[config.mk]
export PLATFORM = sky130hd
export DESIGN_NAME = updi_break_detect
export DESIGN_NICKNAME = d
export VERILOG_FILES = /design/src/rtl/updi_pkg.sv /design/src/rtl/updi_sync.sv /design/src/rtl/updi_break_detect.sv
export SDC_FILE = /design/constraint.sdc
export NUM_CORES = 1
export LEC_CHECK = 0
export CAP_MARGIN = 20
export CELL_PAD_IN_SITES_DETAIL_PLACEMENT = 0
export CELL_PAD_IN_SITES_GLOBAL_PLACEMENT = 1
export CORE_ASPECT_RATIO = 1.5
export CORE_MARGIN = 2
export CORE_UTILIZATION = 43
export DETAILED_ROUTE_END_ITERATION = 7
export PLACE_DENSITY = 0.82
export SLEW_MARGIN = 40
export SYNTH_ARGS = -nofsm -noshare
export SYNTH_HDL_FRONTEND = slang
export SYNTH_SLANG_ARGS = --single-unit
[constraint.sdc]
create_clock -name clk -period 2 [get_ports clk]
set_input_delay 0.2 -clock clk [delete_from_list [all_inputs] [get_ports clk]]
set_output_delay 0.2 -clock clk [all_outputs]
set_load 0.1 [all_outputs]
[src/rtl/updi_pkg.sv]
// rtl/updi_pkg.sv - shared UPDI break timing constants and detector state type
package updi_pkg;

    typedef enum logic [1:0] {
        IDLE,
        LOW1,
        GAP,
        LOW2
    } state_t;

    // Shared with updi_double_break so generator and detector agree on BREAK length
    localparam int UPDI_BREAK_CLK_DEFAULT   = 10;
    localparam int UPDI_GAP_MAX_CLK_DEFAULT = 40;

endpackage

[src/rtl/updi_sync.sv]
// rtl/updi_sync.sv - multi-flop synchroniser with configurable reset level
module updi_sync #(
    parameter int   STAGES    = 2,
    parameter logic RESET_VAL = 1'b1
) (
    input  logic clk,
    input  logic rst,
    input  logic d,
    output logic q
);

    logic [STAGES-1:0] ff;

    always_ff @(posedge clk or negedge rst) begin
        if (!rst) begin
            ff <= {STAGES{RESET_VAL}};
        end else begin
            ff <= {ff[STAGES-2:0], d};
        end
    end

    assign q = ff[STAGES-1];

endmodule

[src/rtl/updi_break_detect.sv]
// rtl/updi_break_detect.sv - UPDI BREAK / DOUBLE BREAK detector on the receive line
module updi_break_detect
    import updi_pkg::*;
#(
    parameter int BREAK_CLK   = UPDI_BREAK_CLK_DEFAULT,
    parameter int GAP_MAX_CLK = UPDI_GAP_MAX_CLK_DEFAULT,
    parameter int SYNC_STAGES = 2
) (
    input  logic clk,
    input  logic rst,
    input  logic en,
    input  logic rx,
    output logic line_low,
    output logic break_det,
    output logic double_break,
    output logic busy
);

    localparam int LW = $clog2(BREAK_CLK + 1);
    localparam int GW = $clog2(GAP_MAX_CLK + 1);
    localparam logic [LW-1:0] LOW_LIM = LW'(BREAK_CLK);
    localparam logic [GW-1:0] GAP_LIM = GW'(GAP_MAX_CLK);

    logic          rx_s;
    state_t        state, state_n;
    logic [LW-1:0] low_cnt, low_cnt_n;
    logic [GW-1:0] gap_cnt, gap_cnt_n;
    logic          brk_n, dbl_n;

    updi_sync #(
        .STAGES    (SYNC_STAGES),
        .RESET_VAL (1'b1)
    ) u_sync (
        .clk (clk),
        .rst (rst),
        .d   (rx),
        .q   (rx_s)
    );

    always_ff @(posedge clk or negedge rst) begin
        if (!rst) begin
            state        <= IDLE;
            low_cnt      <= '0;
            gap_cnt      <= '0;
            break_det    <= 1'b0;
            double_break <= 1'b0;
        end else begin
            state        <= state_n;
            low_cnt      <= low_cnt_n;
            gap_cnt      <= gap_cnt_n;
            break_det    <= brk_n;
            double_break <= dbl_n;
        end
    end

    always_comb begin
        state_n   = state;
        low_cnt_n = low_cnt;
        gap_cnt_n = gap_cnt;
        brk_n     = 1'b0;
        dbl_n     = 1'b0;
        if (!en) begin
            state_n   = IDLE;
            low_cnt_n = '0;
            gap_cnt_n = '0;
        end else begin
            case (state)
                IDLE: begin
                    low_cnt_n = '0;
                    gap_cnt_n = '0;
                    if (!rx_s) begin
                        state_n   = LOW1;
                        low_cnt_n = LW'(1);
                    end
                end
                LOW1, LOW2: begin
                    if (!rx_s) begin
                        if (low_cnt != LOW_LIM) low_cnt_n = low_cnt + LW'(1);
                    end else begin
                        low_cnt_n = '0;
                        state_n   = IDLE;
                        if (low_cnt >= LOW_LIM) begin
                            brk_n = 1'b1;
                            if (state == LOW2) begin
                                dbl_n = 1'b1;
                            end else begin
                                // the release cycle is the first high cycle of the gap
                                state_n   = GAP;
                                gap_cnt_n = GW'(1);
                            end
                        end
                    end
                end
                GAP: begin
                    if (!rx_s) begin
                        state_n   = LOW2;
                        low_cnt_n = LW'(1);
                        gap_cnt_n = '0;
                    end else begin
                        gap_cnt_n = gap_cnt + GW'(1);
                        if (gap_cnt_n >= GAP_LIM) state_n = IDLE;
                    end
                end
                default: begin
                    state_n   = IDLE;
                    low_cnt_n = '0;
                    gap_cnt_n = '0;
                end
            endcase
        end
    end

    assign line_low = ~rx_s;
    assign busy     = (state != IDLE);

endmodule
==> results.md <==
- Final ANT Viol Nets: 0
- Seq/Total Area, Yosys: 0.4478
- Hold WC Path Type: in2async
- Final period utilization: 0.8081
- H-tree depth: 1
- First-pass GRT wire length: 2994 microns
- Overflow after GRT: 0
- Synth top cells by count: dfrtp_1 (14), o21ai_0 (10), nand2_1 (7), nor2_1 (5)
- Routed len/inst: between 10 and 15 microns
- CTS tree: yes
- Buffers added on ports: 7
- Buffers and inverters on the worst path: 1
- Count leader, synth: dfrtp_1
- EDFF count, synth: 0
- Die Wd: 41.35 microns
- Netlist cell types: 36
- Final Critical Period: 1.616 ns
- RD Place Congestion: 0.6805
- Initial antenna violation count: 0
- Ys flop type: dfrtp_1
- FMAX: 0.6188 GHz
- Max VDD drop: 0.2967 mV
- Crit-path cells: inv_1 > ha_1 > o311ai_2 > o21ba_2 > o21ai_0 > o21ai_0
- Starting Density: 0.4494
- CP Class: reg2reg
- DRT Pass-1 Iters: 4
- Leak: 0.0004517 uW
- Num CTS Buffers: 3
- Core Rows: 20
- Clk slew on worst S/H paths: 0.10 ns
- CP Max Fanout: 6
- Setup Buffers After CTS: 0
- Clk Latency, worst-skew pair: 0.29 ns
- Vias/cell: 5.845
- Clock Path Buffers: 2
- Worst Setup End Kind: flop
- CP peak stage delay: 0.45 ns
- Tot GR Track Use: 0.1794
- Via count: 678
- Most frequent CP cell: o21ai_0
- FILL cells: 207
- Placed instance count: 112
- CP top delay family: compound AO/OA/AOI/OAI gates
- Pin count of the biggest net entering global routing: 17
- RSZ-0062 raised after global routing: false
- Post-detail-place hpwl: 1242 microns
- Setup total negative slack: 0 ns
- Die height: 60.02 microns
- Arrival @ worst endpoint: 1.83 ns
- Ys async rst share: 1.000
- Routed WL: between 1500 and 2000 microns
- ANT cells: 0
- Hold Fails Final Rpt: 0
- Relative slew slack: 0.7812
- Register bit total from synthesis: 16
- Post-Syn Area per Cell: 10.46 sq um
- Measured slew at the worst slew-check pin: 0.3276 ns
- Clock skew: 0.01275 ns
- Core area: about 2000 sq um
- Initial drt markers: 5
- Net Count, Synth: 94
- Nets: 103
- Die area: 2482 sq um
- Clk sinks: 16
- Top Ports: 8
- Syn Inst Count: 86
- Post-synth top area share: 0.3894
- Final Setup Violations: 0
- Non-Filler Instances: 116
- Syn Std Cell Area: 899.6 sq um
- Startpoint type of the worst setup path: flop
- Cell Pwr Density: 573.7 nW/um^2
- # hold bufs at CTS: 0
- Post-CTS sizing: 0
- Area leader, netlist: dfrtp_1
- WP data required: 2.21 ns
- Drt drc: 0
- Vias in the first global route: 718
- P&R area growth vs syn: 9.875%
- YS warnings: 0
- Outcome: finished clean
- Crit-path slowest cell: dfrtp_1
- Top post-synthesis cells by area: dfrtp_1 (39%), dfstp_2 (5.8%), ha_1 (5.6%)
- Slew Limit Fails: 0
- Clock root cell: clkbuf_4
- MaxCap Viol Count: 0
- Share of layout cells above drive strength 1: 0.2021
-- flip-flops by register name (all words and copies together), names as in the netlist --
signal	count
break_det	1
state	2
gap_cnt	6
low_cnt	4
u_sync.ff	2
double_break	1
-- area by class of cell --
class	instances	area (sq um)	share of cell area
clock buffers	4	26.28	0.02658
flip-flops and latches	16	402.9	0.4076
multi-input cells	63	452.9	0.4582
inverters	3	11.26	0.01139
repair buffers	8	67.56	0.06835
well taps	22	27.53	0.02785
-- cell families after synthesis --
logic type | after synthesis | synth area share
flip-flops | 16 | 0.4478
AND/OR/NAND/NOR | 32 | 0.2226
buffers and inverters | 7 | 0.04868
AO/OA/AOI/OAI | 25 | 0.2031
multiplexers | 1 | 0.01252
XOR/XNOR | 1 | 0.009738
adder cells (fa/ha/maj) | 4 | 0.05564
-- cell usage in the layout (no fill, tap or decap), types with 2 or more instances in the layout --
cell,netlist,routed
a21oi_1,2,2
a32o_1,2,2
buf_4,0,5
clkbuf_4,0,3
clkdlybuf4s50_1,0,3
dfrtp_1,14,14
dfstp_2,2,2
ha_1,4,4
inv_1,3,3
nand2_1,7,7
nand3_1,2,2
nor2_1,5,5
nor2b_1,3,3
nor3_1,4,4
nor3b_1,2,2
o211ai_1,2,2
o21ai_0,10,10
-- per-layer routing --
metal  part of all wire  vias up  routed length (microns)  track usage
met4             0.0089        0                       15      0.09677
li1                   -      330                        -            -
met3              0.018        2                       31      0.03346
met2               0.53        4                      893       0.2924
met5                  0        -                        0            0
met1               0.44      342                      748       0.2105
-- report_power, final --
group | internal, uW | switching [uW]
Sequential | 330 | 9.35
Combinational | 18.7 | 33.7
Clock | 77.4 | 97.9
-- worst paths after layout --
kind,start,to,slack [ns],cells past startpoint
max in group asynchronous,rst,u_sync.ff[1]$_DFF_PN1_,1.51,2
worst max-delay path,low_cnt[0]$_DFFE_PN0P_,gap_cnt[2]$_DFFE_PN0P_,0.38,6
worst min register to register,u_sync.ff[0]$_DFF_PN1_,u_sync.ff[1]$_DFF_PN1_,0.36,0
worst min-delay path,rst,gap_cnt[2]$_DFFE_PN0P_,0.23,2
worst max register to register,low_cnt[0]$_DFFE_PN0P_,gap_cnt[2]$_DFFE_PN0P_,0.38,6
min in group clk,rx,u_sync.ff[0]$_DFF_PN1_,0.33,1
-- stage by stage --
| stage | util | setup slack [ns] | instance area [sq um] | power [uW] | hold slack [ns] |
|---|---|---|---|---|---|
| final | 0.4938 | 0.3838 | 988.4 | 567.0 | 0.2259 |
| after global routing | 0.4938 | 0.2142 | 988.4 | 600.1 | 0.2524 |
| after CTS | 0.4938 | 0.3474 | 988.4 | 580.9 | 0.2236 |
| after detailed placement | 0.4806 | 0.3002 | 962.2 | 398.8 | 0.3485 |
| after global placement | 0.4806 | 0.3521 | 962.2 | 397.0 | 0.3480 |
| after floorplan | - | 0.3557 | 899.6 | 376.6 | -0.09559 |
Note: power is estimated with default switching activity, not from simulation.
